===== src/rtl/alu_op_sequencer.sv =====
// Command sequencer in front of the matrix ALU: accepts one command, pulses
// alu_start, waits for a fixed settle time or for alu_done, then holds the response.
module alu_op_sequencer #(
  parameter int DATA_W    = 200,
  parameter int COMB_WAIT = 1,
  parameter int TIMEOUT   = 64
) (
  input  logic              clk,
  input  logic              rst,
  input  logic              cmd_valid,
  output logic              cmd_ready,
  input  logic [2:0]        cmd_op,
  input  logic [1:0]        cmd_size,
  input  logic [7:0]        cmd_scalar,
  input  logic [DATA_W-1:0] cmd_matrix_a,
  input  logic [DATA_W-1:0] cmd_matrix_b,
  output logic [2:0]        alu_op_code,
  output logic [1:0]        alu_matrix_size,
  output logic [DATA_W-1:0] alu_matrix_a,
  output logic [DATA_W-1:0] alu_matrix_b,
  output logic [7:0]        alu_scalar,
  output logic              alu_start,
  input  logic [DATA_W-1:0] alu_result,
  input  logic              alu_overflow,
  input  logic              alu_done,
  output logic              rsp_valid,
  input  logic              rsp_ready,
  output logic [DATA_W-1:0] rsp_result,
  output logic              rsp_overflow,
  output logic              rsp_error,
  output logic              busy
);

  localparam int CNT_W = (TIMEOUT > 1) ? $clog2(TIMEOUT) : 1;
  localparam logic [CNT_W-1:0] COMB_LAST = CNT_W'(COMB_WAIT - 1);
  localparam logic [CNT_W-1:0] TO_LAST   = CNT_W'(TIMEOUT - 1);
  localparam logic [2:0] OP_DET     = 3'b101;
  localparam logic [2:0] OP_MULT    = 3'b110;
  localparam logic [2:0] OP_ILLEGAL = 3'b111;

  typedef enum logic [2:0] {S_IDLE, S_LOAD, S_START, S_WAIT, S_RESP} state_t;

  state_t             state_q, state_d;
  logic [CNT_W-1:0]   cnt_q, cnt_d;
  logic               seen_low_q, seen_low_d;
  logic [DATA_W-1:0]  result_q, result_d;
  logic               ovf_q, ovf_d;
  logic               err_q, err_d;
  logic               accept;
  logic               is_seq;

  assign is_seq = (alu_op_code == OP_DET) || (alu_op_code == OP_MULT);

  // NOTE: every variable gets a default before the case so no path leaves it
  // unassigned; otherwise synthesis infers a latch to hold the old value.
  always_comb begin
    state_d    = state_q;
    cnt_d      = cnt_q;
    seen_low_d = seen_low_q;
    result_d   = result_q;
    ovf_d      = ovf_q;
    err_d      = err_q;
    accept     = 1'b0;
    case (state_q)
      S_IDLE: begin
        if (cmd_valid) begin
          accept = 1'b1;
          if (cmd_op == OP_ILLEGAL) begin
            state_d  = S_RESP;
            result_d = '0;
            ovf_d    = 1'b0;
            err_d    = 1'b1;
          end else begin
            state_d = S_LOAD;
          end
        end
      end
      S_LOAD:  state_d = S_START;
      S_START: begin
        state_d    = S_WAIT;
        cnt_d      = '0;
        seen_low_d = 1'b0;
      end
      S_WAIT: begin
        if (cnt_q != '1) cnt_d = cnt_q + 1'b1;
        if (!is_seq) begin
          if (cnt_q == COMB_LAST) begin
            state_d  = S_RESP;
            result_d = alu_result;
            ovf_d    = alu_overflow;
            err_d    = 1'b0;
          end
        end else begin
          // A done still high from a previous operation must not be taken.
          if (!alu_done) seen_low_d = 1'b1;
          if (alu_done && seen_low_q) begin
            state_d  = S_RESP;
            result_d = alu_result;
            ovf_d    = alu_overflow;
            err_d    = 1'b0;
          end else if (cnt_q == TO_LAST) begin
            state_d  = S_RESP;
            result_d = '0;
            ovf_d    = 1'b0;
            err_d    = 1'b1;
          end
        end
      end
      S_RESP:  if (rsp_ready) state_d = S_IDLE;
      default: state_d = S_IDLE;
    endcase
  end

  // NOTE: sequential state uses non-blocking assignments so every register
  // samples its inputs from before the edge, independent of statement order.
  always_ff @(posedge clk or negedge rst) begin
    if (!rst) begin
      state_q    <= S_IDLE;
      cnt_q      <= '0;
      seen_low_q <= 1'b0;
      result_q   <= '0;
      ovf_q      <= 1'b0;
      err_q      <= 1'b0;
    end else begin
      state_q    <= state_d;
      cnt_q      <= cnt_d;
      seen_low_q <= seen_low_d;
      result_q   <= result_d;
      ovf_q      <= ovf_d;
      err_q      <= err_d;
    end
  end

  // NOTE: the wide operand registers are reset because their outputs must
  // read zero during reset; plain data storage would normally skip the reset.
  always_ff @(posedge clk or negedge rst) begin
    if (!rst) begin
      alu_op_code     <= '0;
      alu_matrix_size <= '0;
      alu_scalar      <= '0;
      alu_matrix_a    <= '0;
      alu_matrix_b    <= '0;
    end else if (accept) begin
      alu_op_code     <= cmd_op;
      alu_matrix_size <= cmd_size;
      alu_scalar      <= cmd_scalar;
      alu_matrix_a    <= cmd_matrix_a;
      alu_matrix_b    <= cmd_matrix_b;
    end
  end

  assign cmd_ready    = (state_q == S_IDLE);
  assign alu_start    = (state_q == S_START);
  assign rsp_valid    = (state_q == S_RESP);
  assign busy         = (state_q != S_IDLE);
  assign rsp_result   = result_q;
  assign rsp_overflow = ovf_q;
  assign rsp_error    = err_q;

endmodule


===== config.mk =====
export PLATFORM = sky130hd
export DESIGN_NAME = alu_op_sequencer
export DESIGN_NICKNAME = d
export VERILOG_FILES = /design/src/rtl/alu_op_sequencer.sv
export SDC_FILE = /design/constraint.sdc
export NUM_CORES = 1
export LEC_CHECK = 0
export CELL_PAD_IN_SITES_DETAIL_PLACEMENT = 0
export CELL_PAD_IN_SITES_GLOBAL_PLACEMENT = 1
export CORE_AREA = 8 8 470 472
export CTS_CLUSTER_DIAMETER = 60
export DETAILED_ROUTE_END_ITERATION = 10
export DIE_AREA = 0 0 478 480
export GPL_TIMING_DRIVEN = 0
export PLACE_DENSITY = 0.38
export SETUP_SLACK_MARGIN = 0.4
export SYNTH_ARGS = -nofsm -noshare
export SYNTH_HDL_FRONTEND = slang
export SYNTH_SLANG_ARGS = --single-unit

===== constraint.sdc =====
create_clock -name clk -period 2.48 [get_ports clk]
set_clock_uncertainty 0.1 [all_clocks]
set_input_delay 0.248 -clock clk [delete_from_list [all_inputs] [get_ports clk]]
set_output_delay 0.248 -clock clk [all_outputs]
set_load 0.02 [all_outputs]

# Word level (Yosys, flattened, before mapping)
# Index checks and enable logic that the tools add are counted.
# classes
add_sub_neg,1
n_mul,0
n_div,0
n_lt_le_gt_ge,0
n_eq_ne,17
shift,0
muxes,36
bitwise,0
n_reduce_logical,11
# ops
cell,count
200-bit two-way mux,6
200-bit one-hot mux with 2 select lines,1
3-bit two-way mux,7
1-bit two-way mux,16
3-bit one-hot mux with 5 select lines,1
3-bit == test (second input constant),4
6-bit one-hot mux with 2 select lines,1
2-bit inequality test (second input constant),4
6-bit by 1-bit adder with 6-bit output (second input constant),1
3-bit by 2-bit == test with 1-bit output (second input constant),2
6-bit == test (second input constant),1
6-bit zero test,1
6-bit two-way mux,1
6-bit inequality test (second input constant),1
1-bit one-hot mux with 2 select lines,3
5-bit AND reduction,1
2-bit by 1-bit inequality test with 1-bit output (second input constant),2
4-bit inequality test (second input constant),1
4-bit AND reduction,1
2-bit nonzero test,2
3-bit by 1-bit == test with 1-bit output (second input constant),1
3-bit zero test,1
3-bit inequality test (second input constant),1
3-bit AND reduction,1
other kinds (4),4
# totals
ff_bits,625
latch_bits,0
ramBits,0
romBits,0
input_bits,619
n_memories,0

# Depth between registers and ports, before layout
# Gate-level depths: netlist (run 1).
# depth
ltp_word,5
mapped_depth,8
mapped_depth_nobuf,6

# Worst setup path after synthesis (run 1)
# Ideal clock, no wire load.
# synth_path
path_type,reg-to-reg
from,reg state_q[0]
to,"reg result_q[133], in the netlist rsp_result[133]"
setup_time_ns,0.121
t_arrival_ns,1.728
t_required_ns,2.259
path_slack_ns,0.531
stages_incl_launch_ff,8
n_path_buf,2
cell_sequence,dfrtp_1 > nor3_4 > nand2_2 > a22oi_1 > o21ai_2 > buf_4 > buf_2 > a22o_1
# synth_via
elab_chain_cells,3
word_cells_on_any_way,9
classes_between,5 x eq/ne; 1 x mux; 3 x reduce/logical
# synth_lines
element,line_no,rtl
start: declaration,43,"state_t state_q, state_d;"
start signal: assignment,125,state_q <= state_d;
3-bit zero test *,--,
named net cmd_ready,11,"output logic cmd_ready,"
"2-bit by 1-bit inequality test with 1-bit output (no source line), or another cell as far along",--,
5-bit AND reduction (no source line),--,
end signal: assignment,128,result_q <= result_d;
end: declaration,46,"logic [DATA_W-1:0] result_q, result_d;"
# The timed path passes the listed nets; every way through them passes the cells marked *.
# A chain may end at the register's enable or synchronous reset.

# Worst setup path after layout (run 1)
# layout_path
from,reg state_q[0]
to,"reg result_q[11], in the netlist rsp_result[11]"
# layout_via
elab_chain_cells,3
word_cells_on_any_way,9
classes_between,5 x eq/ne; 1 x mux; 3 x reduce/logical
# layout_lines
element,line_no,rtl
3-bit by 2-bit == test with 1-bit output / 3-bit zero test (equally long branches),64,case (state_q)
"4-bit inequality test (no source line), or another cell as far along",--,
5-bit AND reduction (no source line),--,
# Parallel ways exist; a longest one is shown, timed or not.

==> results.sh, run 1 <==
export IMPL_detailedPlacementHpwl_mm=137.1
export IMPL_min_period_ps=2216
export IMPL_clk_latency_ps=730
export IMPL_cellLeakagePower_nw=30.24
export IMPL_netlist_area_leader_share=0.6776
export IMPL_switching_share=0.4048
export IMPL_cp_data_arrival_time_ps=2730
export IMPL_grt_remaining_overflow=0
export IMPL_worstPathCellList="nor3_4 -> buf_6 -> nand2_8 -> a22oi_2 -> o21ai_4 -> buf_12 -> buf_12 -> buf_16 -> buf_16 -> a22o_1"
export IMPL_pin_count=1238
export IMPL_timing_critical_path_required_ps=2990
export IMPL_numCtsBuffers=102
export IMPL_p_int_mw=38.26
export IMPL_port_buffers=1237
export IMPL_dieHeight_um=480
export IMPL_top_achievable_clock_speed_mhz=451.2
export IMPL_routed_via_density=3.396
export IMPL_switching_power_mw=26.01
export IMPL_unrepaired_setup_endpoints_after_global_routing="true"
export IMPL_synth_enable_flop_cells=0
export IMPL_clockRootBuffer="clkbuf_16"
export IMPL_first_pass_grt_wire_length_mm=234.0
export IMPL_sequential_cell_area_um2=15660
export IMPL_post_synth_cell_area_avg_um2=10.22
export IMPL_worst_r2r_startpoint="state_q[0]$_DFFE_PN0P_"
export IMPL_netlist_area_um2=23080
export IMPL_max_cap_viol_count=0
export IMPL_crit_path_top_delay_cell="dfrtp_2"
export IMPL_finalNonFillerCells=7173
export IMPL_design_die_area_um2=229400
export IMPL_path_depth=10
export IMPL_dr_first_iter_drc_count=1016
export IMPL_critPathCaptureType="flip-flop"
export IMPL_pwr_share_comb=0.494
export IMPL_seq_power_share=0.270
export IMPL_final_setup_viol_count=0
export IMPL_multiInputGateArea_um2=7052
export IMPL_syn_to_final_growth_pct=125.7
export IMPL_synth_seq_area_share=0.6776
export IMPL_routed_wl_mm=174.2
export IMPL_mappedNetlistNets=2879
export IMPL_timing_hold_violations_final=97
export IMPL_timing_reg2reg_setup_slack_ps=260
export IMPL_drv_slew=0
export IMPL_ctsHoldBuffers=552
export IMPL_crit_fanout=5
export IMPL_layout_core_utilization=0.2442
export IMPL_buffers_from_clock_root_to_sink_at_most=3
export IMPL_place_gp_congestion=0.8014
export IMPL_combined_global_route_utilization_of_all_metal_layers=0.1447
export IMPL_finish_net_count=4861
export IMPL_power_density_nw_per_um2=1234
export IMPL_ctsHtreeMaxLevel=3
export IMPL_post_detailed_route_drc_marker_count=0
export IMPL_floorplan_initialDensity=0.1082
export IMPL_tightest_slew_ps=777.2
export IMPL_clockPowerShare=0.236
export IMPL_buffer_and_inverter_count_on_the_worst_path=5
export IMPL_synth_top_area_cell="dfrtp_1"
export IMPL_grt_antenna_before_repair=67
export IMPL_ys_types=32
export IMPL_std_cell_rows=170
export IMPL_cts_clk_slew_worst_paths_ps=50
export IMPL_maximum_number_of_pins_on_one_net_before_global_route_repair=98
export IMPL_failing_checks="negative hold slack"
export IMPL_power_mw=64.27
export IMPL_vias=24360
export IMPL_async_flop_share=1.000
export IMPL_ant_nets=0
export IMPL_fin_tns_setup_ps=0
export IMPL_timing_slew_headroom=0.4819
export IMPL_crit_type="reg2reg"
export IMPL_reg2regPathDepth=10
export IMPL_yosys_most_used_dff="dfrtp_1"
export IMPL_cts_tree="built"
export IMPL_whs_ps=-559.3
export IMPL_number_of_synthesized_register_bits=625
export IMPL_floorplan_core_area_um2=213300
export IMPL_drt_pre_antenna_iters=5
export IMPL_critPathTopFamily="buffers and inverters"
export IMPL_post_synth_inst_count=2258
export IMPL_peakVddDrop_uv=564.9
export IMPL_hold_path_class="in2async"
export IMPL_cp_slowest_stage_delay_ps=450
export IMPL_synth_area_top_cells="dfrtp_1, nand2_1, a22o_1, buf_2, clkbuf_1"
export IMPL_run_status="complete, but fails checks"
export IMPL_final_layout_size_suffix_gt1_frac=0.1238
export IMPL_first_global_vias=26110
export IMPL_period_share=0.8936
export IMPL_endpoint_of_the_worst_register_to_register_path="rsp_result[11]$_DFFE_PN0P_"
export IMPL_fillers=22920
export IMPL_wl_per_cell_um=24.28
export IMPL_placedCellCount=6339
export IMPL_timing_critical_path_from_type="flip-flop"
export IMPL_synthesis_yosys_warnings=0
export IMPL_clock_sink_count=625
export IMPL_die_w_um=478
export IMPL_cp_startpoint="state_q[0]$_DFFE_PN0P_"
## worst register-to-register path: stages, from the launching register on
cell,delay (ps)
dfrtp_2,450
nor3_4,270
buf_6,150
nand2_8,60
a22oi_2,180
o21ai_4,130
buf_12,170
buf_12,130
buf_16,140
buf_16,140
a22o_1,180
## per-layer routing
layer / part of all wire / GRT usage
met1: 0.42 / 0.1825
met2: 0.45 / 0.2295
met3: 0.10 / 0.06423
met4: 0.024 / 0.02886
met5: 0.0011 / 0
## cells by family after synthesis
logic type,after synthesis,share of synthesized area
flip-flops,625,0.6776
AO/OA/AOI/OAI,215,0.08066
multiplexers,3,0.001518
buffers and inverters,141,0.02933
AND/OR/NAND/NOR,1268,0.2083
XOR/XNOR,4,0.001518
adder cells (fa/ha/maj),2,0.001084
## what timing repair did
action                                   CTS  global route
cloned                                    24             9
buffers inserted                          39            11
endpoints found under the hold margin    635            75
endpoints found under the setup margin  1235          1183
pin swaps                                 16            57
resized for setup                        338           899
## cells in the mapped netlist, types with 2 or more instances
library cell and n:
a21oi_1 3, o21ba_2 2, o31ai_1 2, ha_1 2, mux2i_1 2, nand2_1 1245, nand4_1 2, buf_2 64
o21ai_0 2, a22o_1 202, dfrtp_1 625, inv_1 6, clkbuf_1 53, buf_4 18, nand3_1 2, and2_1 3
xor2_1 4, nor2_1 7
## power by group through the flow
| stage | clock network, mW | logic, mW | registers, mW |
|---|---|---|---|
| 2_1_floorplan | 0 | 6.72 | 21.9 |
| 3_3_place_gp | 0 | 27.8 | 17.6 |
| 3_5_place_dp | 0 | 27.7 | 17.5 |
| 4_1_cts | 15.8 | 32.1 | 17.4 |
| 5_1_grt | 16.1 | 34.0 | 17.9 |
| 6_report | 15.2 | 31.8 | 17.4 |
## placed cells by master, fill, tap and decap left out, types with 4 or more instances in the layout
cell type,n
buf_4,66
dfrtp_1,612
nand2_4,7
clkbuf_16,113
nand2_1,1178
clkinvlp_4,6
clkinv_2,17
diode_2,21
dfrtp_2,13
dlymetal6s2s_1,556
clkbuf_1,11
buf_6,36
buf_16,32
buf_12,31
clkdlybuf4s15_1,7
clkbuf_4,17
clkbuf_8,20
xor2_1,4
clkbuf_2,44
buf_8,21
buf_2,8
nor2_1,4
nand2_2,60
clkdlybuf4s50_1,617
inv_6,6
dlygate4sd2_1,14
bufinv_16,12
a22o_1,202
dlygate4sd3_1,552
## metrics by stage
| step | hold WS [ps] | area (um^2) | setup WS, ps |
|---|---|---|---|
| after floorplan | -147.6 | 23080 | 530.7 |
| after global placement | 356.7 | 39010 | -33830 |
| after detailed placement | 224.0 | 39190 | -958.0 |
| after CTS | -620.6 | 49890 | 124.8 |
| after global routing | -566.8 | 52080 | 100.1 |
| final | -559.3 | 52100 | 263.9 |
## cell type report
class / instances / share of cell area
Clock buffer: 132 / 0.05502
Timing Repair Buffer: 1878 / 0.3982
Clock inverter: 46 / 0.01268
Buffer: 135 / 0.02858
Multi-Input combinational cell: 1492 / 0.1354
Antenna cell: 21 / 0.001009
Sequential cell: 625 / 0.3005
Tap cell: 2838 / 0.06816
Inverter: 6 / 0.0004323
## worst max path at each step
stage	to	slack, ps
after floorplan	rsp_result[133]$_DFFE_PN0P_	530
after global placement	rsp_result[33]$_DFFE_PN0P_	-33830
after detailed placement	alu_matrix_a[193]$_DFFE_PN0P_	-960
after CTS	alu_matrix_b[187]	120
after global routing	busy	100
final	rsp_result[11]$_DFFE_PN0P_	260
## registers in the layout, indices dropped and copies added (netlist names)
| name | flops |
|---|---|
| alu_matrix_a | 200 |
| alu_matrix_b | 200 |
| rsp_result | 200 |
| alu_scalar | 8 |
| cnt_q | 6 |
| alu_op_code | 3 |
| state_q | 3 |
| alu_matrix_size | 2 |
| rsp_error | 1 |
| rsp_overflow | 1 |
| seen_low_q | 1 |
Power figures use the tool's default switching activity.
==> run 2, diff against run 1 <==
Settings changed: GPL_TIMING_DRIVEN 0 to not set, RECOVER_POWER set to 25, SKIP_LAST_GASP set to 1.
==> results.sh, run 2 (synthesized netlist as in run 1, its figures left out) <==
export IMPL_run_status="complete, but fails checks"
export IMPL_failing_checks="max-capacitance violations, max-slew violations"
export IMPL_final_layout_size_suffix_gt1_frac=0.1263
export IMPL_drt_pre_antenna_iters=5
export IMPL_routed_via_density=3.418
export IMPL_grt_remaining_overflow=0
export IMPL_critPathCaptureType="flip-flop"
export IMPL_place_gp_congestion=0.8082
export IMPL_max_cap_viol_count=2
export IMPL_syn_to_final_growth_pct=121.0
export IMPL_combined_global_route_utilization_of_all_metal_layers=0.1354
export IMPL_whs_endpoint="alu_matrix_a[137]$_DFFE_PN0P_"
export IMPL_wl_per_cell_um=24.29
export IMPL_timing_reg2reg_setup_slack_ps=300
export IMPL_std_cell_rows=170
export IMPL_cts_tree="built"
export IMPL_unrepaired_setup_endpoints_after_global_routing="true"
export IMPL_timing_slew_headroom=-0.1484
export IMPL_worst_r2r_startpoint="state_q[2]$_DFFE_PN0P_"
export IMPL_die_w_um=478
export IMPL_post_detailed_route_drc_marker_count=0
export IMPL_peakVddDrop_uv=615.0
export IMPL_final_cell_mix="nand2_1, dfrtp_1, clkdlybuf4s50_1"
export IMPL_maximum_number_of_pins_on_one_net_before_global_route_repair=171
export IMPL_endpoint_of_the_worst_register_to_register_path="rsp_result[70]$_DFFE_PN0P_"
export IMPL_buffers_from_clock_root_to_sink_at_most=3
export IMPL_reg2regPathDepth=10
export IMPL_pin_count=1238
export IMPL_finish_net_count=4800
export IMPL_dieHeight_um=480
export IMPL_detailed_place_area_um2=39410
export IMPL_timing_hold_violations_final=0
export IMPL_ant_nets=0
export IMPL_clock_sink_count=625
export IMPL_crit_type="reg2reg"
export IMPL_most_common_cell_after_layout_fill_and_taps_aside="nand2_1"
export IMPL_grt_antenna_before_repair=64
export IMPL_power_mw=63.04
export IMPL_multiInputGateArea_um2=7317
export IMPL_timing_critical_path_required_ps=3000
export IMPL_port_buffers=1237
export IMPL_power_density_nw_per_um2=1236
export IMPL_first_global_vias=25450
export IMPL_drv_slew=39
export IMPL_timing_critical_path_from_type="flip-flop"
export IMPL_crit_fanout=8
export IMPL_placedCellCount=6277
export IMPL_clockRootBuffer="clkbuf_16"
export IMPL_final_setup_viol_count=0
export IMPL_floorplan_initialDensity=0.1082
export IMPL_floorplan_core_area_um2=213300
export IMPL_tightest_slew_ps=1723
export IMPL_design_die_area_um2=229400
export IMPL_numCtsBuffers=104
export IMPL_ctsHtreeMaxLevel=3
export IMPL_top_achievable_clock_speed_mhz=458.4
export IMPL_finish_instance_area_um2=51000
export IMPL_routed_wl_mm=173.2
export IMPL_min_period_ps=2181
export IMPL_detailedPlacementHpwl_mm=125.3
export IMPL_hp_start="cmd_matrix_a[137]"
export IMPL_period_share=0.8796
export IMPL_cellLeakagePower_nw=26.02
export IMPL_cp_data_arrival_time_ps=2700
export IMPL_dr_first_iter_drc_count=1287
export IMPL_sequential_cell_area_um2=15640
export IMPL_cts_clk_slew_worst_paths_ps=60
export IMPL_vias=24360
export IMPL_hold_path_class="in2reg"
export IMPL_fillers=23100
export IMPL_clk_latency_ps=730
export IMPL_holdPathStages=3
export IMPL_finalNonFillerCells=7128
export IMPL_first_pass_grt_wire_length_mm=221.5
export IMPL_whs_ps=66.30
-- run 2: cell count changes in the layout (fill, tap and decap cells not counted), sizes merged, moves of 4 or more --
| cell | delta |
|---|---|
| dlygate4sd2 | +453 |
| clkbuf | -21 |
| clkinv | +9 |
| clkdlybuf4s15 | +14 |
| inv | +4 |
| dlymetal6s2s | -431 |
| buf | -41 |
| bufinv | +5 |
| dlygate4sd3 | -43 |
-- run 2: worst max path at each step --
stage | start | endpoint | cells past startpoint
after global placement | cmd_op[1] | rsp_result[191]$_DFFE_PN0P_ | 8
after detailed placement | cmd_op[2] | rsp_result[60]$_DFFE_PN0P_ | 8
after floorplan | state_q[0]$_DFFE_PN0P_ | rsp_result[133]$_DFFE_PN0P_ | 7
after CTS | state_q[0]$_DFFE_PN0P_ | rsp_valid | 5
after global routing | rst | rsp_result[133]$_DFFE_PN0P_ | 3
final | state_q[2]$_DFFE_PN0P_ | rsp_result[70]$_DFFE_PN0P_ | 10
-- run 2: cell type report --
class | count | share of cell area
Clock buffer | 129 | 0.05503
Clock inverter | 65 | 0.01857
Timing Repair Buffer | 1950 | 0.4049
Tap cell | 2838 | 0.06963
Inverter | 6 | 0.0004907
Multi-Input combinational cell | 1492 | 0.1435
Antenna cell | 23 | 0.001129
Sequential cell | 625 | 0.3067
-- run 2: timing repair --
| item | CTS | global route |
|---|---|---|
| hold endpoints to repair | 1113 | 0 |
| setup buffers | 19 | 39 |
| setup endpoints to repair | 812 | 684 |
| pin swaps | 5 | 106 |
| hold buffers | 510 | 0 |
| cloned | 4 | 62 |
| resized for setup | 557 | 394 |
-- run 2: worst max-delay path, stage by stage, from the launching register on --
cell and delay [ps]:
dfrtp_2 450, buf_6 140, buf_6 100, nand3b_1 200, a22oi_2 190, o21ai_4 100
buf_12 170, buf_16 150, buf_6 120, buf_12 130, a22o_1 190
-- run 2: metrics by stage --
step | util | setup slack, ps | setup TNS [ps]
floorplan | - | 530.7 | 0
global placement | 0.1847 | -116.5 | -2704
detailed placement | 0.1847 | -107.5 | -2423
CTS | 0.2255 | 169.2 | 0
global route | 0.2389 | 159.2 | 0
finish | 0.2391 | 298.5 | 0
-- run 2: report_power, final --
group	switching [mW]	total [mW]	internal [mW]
combinational	17.4	30.0	12.6
clock	6.06	16.0	9.89
sequential	2.57	17.1	14.5
-- run 2: routing by layer --
metal  track usage  share of wire  up-vias
met5             0         0.0010        -
met2        0.2053           0.44     1083
met3       0.05676          0.095      205
met4       0.03231          0.020       28
li1              -              -    11160
met1        0.1783           0.45    11880
